`src/rtl/qpsk_mapper.sv`:
```
// QPSK mapper: splits each input byte into four dibits (MSB first), maps them to
// +/-amp on the I/Q rails and zero-stuffs each symbol out to sps samples.
module qpsk_mapper #(
    parameter int          sps = 4,
    parameter logic [15:0] amp = 16'h2000
) (
    input  logic        clk,
    input  logic        rst,
    input  logic [7:0]  data_i,
    input  logic        data_valid_i,
    output logic        data_ready_o,
    output logic [15:0] y_a_o,
    output logic [15:0] y_b_o,
    output logic        y_valid_o,
    input  logic        y_ready_i
);

    // state | meaning
    // EMPTY | no byte held; waiting for data_valid_i
    // RUN   | emitting the samples of the byte held in shreg
    localparam logic [0:0]  EMPTY   = 1'b0;
    localparam logic [0:0]  RUN     = 1'b1;
    localparam logic [3:0]  PH_LAST = 4'(sps - 1);
    localparam logic [15:0] AMP_NEG = ~amp + 16'd1;

    logic [0:0] state;
    logic [7:0] shreg;
    logic [1:0] dibit;
    logic [3:0] phase;

    logic loaded;
    logic last_sample;
    logic y_xfer;
    logic accept;

    always_comb begin
        loaded       = (state == RUN);
        last_sample  = (dibit == 2'd3) && (phase == PH_LAST);
        y_xfer       = loaded && y_ready_i;
        data_ready_o = !loaded || (y_xfer && last_sample);
        accept       = data_valid_i && data_ready_o;
    end

    // Outputs decode registered state only, so the valid/sample path never
    // sees the handshake inputs combinationally.
    always_comb begin
        y_valid_o = loaded;
        y_a_o     = 16'h0000;
        y_b_o     = 16'h0000;
        if (loaded && (phase == 4'd0)) begin
            y_a_o = shreg[7] ? AMP_NEG : amp;
            y_b_o = shreg[6] ? AMP_NEG : amp;
        end
    end

    always_ff @(posedge clk) begin
        if (rst) begin
            state <= EMPTY;
            shreg <= 8'h00;
            dibit <= 2'd0;
            phase <= 4'd0;
        end else if (accept) begin
            // Also covers back-to-back bytes: the last sample and the new load share an edge.
            state <= RUN;
            shreg <= data_i;
            dibit <= 2'd0;
            phase <= 4'd0;
        end else if (y_xfer) begin
            if (last_sample) begin
                state <= EMPTY;
                dibit <= 2'd0;
                phase <= 4'd0;
            end else if (phase == PH_LAST) begin
                phase <= 4'd0;
                dibit <= dibit + 2'd1;
                shreg <= {shreg[5:0], 2'b00};
            end else begin
                phase <= phase + 4'd1;
            end
        end
    end

endmodule

```
`config.mk`:
```
export PLATFORM = sky130hd
export DESIGN_NAME = qpsk_mapper
export DESIGN_NICKNAME = d
export VERILOG_FILES = /design/src/rtl/qpsk_mapper.sv
export SDC_FILE = /design/constraint.sdc
export NUM_CORES = 1
export LEC_CHECK = 0
export ABC_AREA = 1
export ABC_CLOCK_PERIOD_IN_PS = 1700
export BUFFER_PORTS_ARGS = -buffer_cell sky130_fd_sc_hd__buf_2
export CAP_MARGIN = 0
export CORE_MARGIN = 2
export CORE_UTILIZATION = 46
export DETAILED_ROUTE_END_ITERATION = 10
export GPL_ROUTABILITY_DRIVEN = 0
export HOLD_SLACK_MARGIN = 0.12
export PLACE_DENSITY_LB_ADDON = 0.15
export SYNTH_ARGS = -nofsm -noshare
export SYNTH_HDL_FRONTEND = slang
export SYNTH_SLANG_ARGS = --single-unit
```
`constraint.sdc`:
```
create_clock -name clk -period 1.7 [get_ports clk]
set_input_delay 0.255 -clock clk [delete_from_list [all_inputs] [get_ports clk]]
set_output_delay 0.255 -clock clk [all_outputs]
set_load 0.01 [all_outputs]
```
# --- After elaboration in Yosys (flattened, before gate mapping) ---
# Cells that the tools add are included.
word_totals:
  inputBits: 12
  output_inout_bits: 34
  wordCells: 40
  ff_bits: 15
op_classes:
  muxes: 15
  reduce_logical: 16
  add_sub_neg: 2
  eq_ne: 3
ops:
  columns: ["op", "n"]
  rows:
  - ["2-to-1 mux 16 bit", 4]
  - ["2-to-1 mux 8 bit", 4]
  - ["2-to-1 mux 4 bit", 2]
  - ["nonzero test 2 bit", 4]
  - ["logical AND 1 bit", 5]
  - ["adder 4 x 1 -> 4 bit (second input constant)", 1]
  - ["== test 4 x 2 -> 1 bit (second input constant)", 1]
  - ["logical NOT 4 bit", 1]
  - ["2-to-1 mux 2 bit", 2]
  - ["AND reduction 2 bit", 2]
  - ["2-to-1 mux 1 bit", 3]
  - ["AND reduction 3 bit", 1]
  - ["adder 2 x 1 -> 2 bit (second input constant)", 1]
  - ["== test 2 bit (second input constant)", 1]
  - ["!= test 2 x 1 -> 1 bit (second input constant)", 1]
  - ["OR reduction 2 bit", 1]
  - ["logical NOT 1 bit", 1]
  - ["logical OR 1 bit", 1]

# --- Longest topological paths before layout ---
logic_depth:
  word_depth: 7
  depth_mapped: 11
  mapped_depth_nobuf: 10

# --- Least setup slack after synthesis ---
# Ideal clock, no wire load.
synth_timing:
  path_type: "register -> register"
  startpoint: "reg phase[1]"
  endpoint: "reg shreg[6]"
  setup_ps: 112
  period_less_slack_ps: 1380
  t_arrival_ps: 1269
  slack_ps: 320
  path_buffers: 1
  required_ps: 1588
  path_stages_with_launch: 12
  cell_sequence: "dfxtp_1 -> ha_1 -> inv_1 -> nor2_4 -> nand3_2 -> nand2_2 -> nand2_2 -> buf_6 -> nand2_1 -> nand2_1 -> nor2_1 -> nor2_1"
synth_between:
  elab_chain_len: 7
  elab_cells_between_ends: 10
  classes_between: "eq/ne: 2; mux: 1; reduce/logical: 7"
synth_rtl:
  columns: ["element", "line_no", "source"]
  rows:
  - ["start, declared", "29", "logic [3:0] phase;"]
  - ["start signal, assigned", "78", "phase <= phase + 4'd1;"]
  - ["== test 4 x 2 -> 1 bit *", "38, 73", null]
  - ["logical AND 1 bit", "38", "last_sample = (dibit == 2'd3) && (phase == PH_LAST);"]
  - ["logical AND 1 bit", "40", "data_ready_o = !loaded || (y_xfer && last_sample);"]
  - ["logical OR 1 bit", "40", null]
  - ["logical AND 1 bit", "41", "accept = data_valid_i && data_ready_o;"]
  - ["!= test 2 x 1 -> 1 bit (no line) or nonzero test 2 bit (tied branches)", null, null]
  - ["AND reduction 3 bit (no line)", null, null]
  - ["end signal, assigned", "65", "shreg <= data_i;"]
  - ["end signal, assigned", "76", "shreg <= {shreg[5:0], 2'b00};"]
  - ["end, declared", "27", "logic [7:0] shreg;"]
# Mark *: on every way between the ends. The rest lies on a longest branch, timed or not.
# A chain may end at the register's enable or synchronous reset.

# --- Final worst setup path ---
layout_timing:
  startpoint: "reg phase[0]"
  endpoint: "out data_ready_o"
layout_between:
  elab_chain_len: 4
layout_rtl:
  columns: ["element", "line_no", "source"]
  rows:
  - ["== test 4 x 2 -> 1 bit", "38", null]
  - ["logical AND 1 bit", "38", null]
  - ["logical AND 1 bit", "40", null]
  - ["logical OR 1 bit", "40", null]
  - ["end, declared", "11", "output logic data_ready_o,"]
# Every way passes these cells.

==> metrics <==
status=finished clean; fin. max-slew vios=0; startpoint types=register; Final Hold Slack=0.178 ns; FMAX=0.621 GHz; Cells after DPL=187; vias in the first global route=716; std cell rows=17; post-synthesis sequential area ratio=29.3%; number of I/O pins=46; total number of yosys warnings=0; Clock transition at path regs=0.09 ns; Hold/Removal Path Class=in -> reg; Clock Path Buffers=2; worst skew pair latency=0.28 ns; fin crit share=94.7%; top cell type by total area after synthesis=dfxtp_1; Synth Instances=146; MaxCap Viol Count=0; Hold-fix buffers, CTS=0; CP Max Fanout=5; commonest non-fill, non-tap cells in the layout=conb_1 (26), nand2_1 (24), nor2_1 (21); grt ovf=0; die area=0.00262 mm²; Setup-failing EPs final=0; CTS H-tree lvls=1; Multi-input gate area=547 µm²; Die Span Y=51.2 µm; WL/cell=9.18 µm; Final min period=1.61 ns; fin util=51.2%; DRT Pass-1 Iters=4; synthesis-to-layout area growth=7.46%; Finished Layout Cells=196; LEAKAGE=0.000551 µW; Num Clock Sinks=15; initial core utilization=47.6%; Yosys cell types=20; most common cell after layout, fill and taps aside=conb_1; Design Power=735 µW; TritonCTS Buffers=3; mean post-synth cell area=7.01 µm²; Antenna Cells=0; first-pass GRT wire length=3010 µm; initial antenna violation count=0; Post-Route Skew=0.000969 ns; setup total negative slack=0 ns; CTS tree=built; drt initial violations=1; CTS root buffer=clkbuf_4; CORE AREA=0.00215 mm²; Synth top area share=29.3%; register bit count reported by yosys=15; Critical Path AT=1.36 ns; storage element area=307 µm²; layout cells sized above 1=23.2%; Vias=877; nets=184; Remaining DRCs=0; Critical Path Sink Type=output pin; Routed Antenna Nets=0; endpoints failing hold=0; Vias/cell=4.47; CP Class=reg -> out; largest net degree at the start of global routing=16; Total Wirelength=1800 µm; Fillers=228; IO Port Bufs=19; Die Span X=51.2 µm; PwrDens=668 mW/mm²; Mapped Area=0.00102 mm²; GRT Total Usage=15.1%; Crit path required time=1.44 ns; post-DP HPWL=1410 µm; dominant cells by area after synthesis=dfxtp_1 (29%), buf_4 (22%), nand2_1 (8.8%), nor2_1 (7.7%), nand3_1 (6.8%); peak supply drop=0.530 mV
[metal layers]
metal	vias up	GRT usage [%]	routed length (µm)
met5	-	0	0
met3	2	1.75	124
met2	36	25.5	872
met1	387	19.1	793
li1	452	-	-
met4	0	6.76	9
[report_power, final]
group / internal, µW / switching [µW]
Sequential: 367 / 9.97
Combinational: 57.3 / 98.4
Clock: 90.9 / 111
Total: 515 / 220
[cells in the mapped netlist, drive strengths merged]
master  number
a21boi       1
a21oi        7
a31oi        1
buf         32
conb         1
dfxtp       15
ha           3
inv         11
nand2       28
nand3       15
nand3b       4
nor2        22
nor3         2
nor4         1
o21ai        3
[cells by family after synthesis]
family,synth area share (%)
compound gates,6.60
fa+ha+maj,3.67
buf+inv,27.6
flops,29.3
other cells,0.366
simple gates,32.4
[metrics by stage]
step / instance area (µm²) / setup slack, ns
4_1_cts: 1050 / 0.00399
3_5_place_dp: 1010 / 0.160
5_1_grt: 1100 / -0.00432
3_3_place_gp: 1010 / 0.185
2_1_floorplan: 1120 / 0.320
6_report: 1100 / 0.0895
[worst max-delay path, cell delays in order (launching register included)]
cell	delay (ns)
dfxtp_2	0.38
ha_4	0.14
inv_1	0.06
nor2_4	0.12
nand3_2	0.07
nand2_2	0.08
buf_6	0.11
buf_2	0.12
[worst paths after layout]
| path | from | endpoint | slack, ns | depth (start not counted) |
|---|---|---|---|---|
| worst max-delay path | phase[0] | data_ready_o | 0.09 | 7 |
| worst min-delay path | rst | y_valid_o | 0.18 | 2 |
| worst max register to register | phase[1] | shreg[5] | 0.21 | 10 |
| worst min register to register | dibit[1] | dibit[1] | 0.47 | 2 |
[flip-flops by register name, summed over array words and instances (netlist names)]
register	cells
y_valid_o	1
dibit	2
shreg	8
phase	4
[repair_timing]
item / CTS / global route
endpoints found under the setup margin: 1 / 2
pin swaps: 0 / 0
buffers inserted: 0 / 5
endpoints found under the hold margin: 0 / 0
resized for setup: 4 / 3
[layout make-up]
class                   count  area share [%]
flip-flops and latches     15            27.9
well taps                  28            3.19
inverters                  11            3.75
repair buffers             25            13.1
multi-input cells         113            49.7
clock buffers               4            2.39
(Power assumes the default switching activity.)
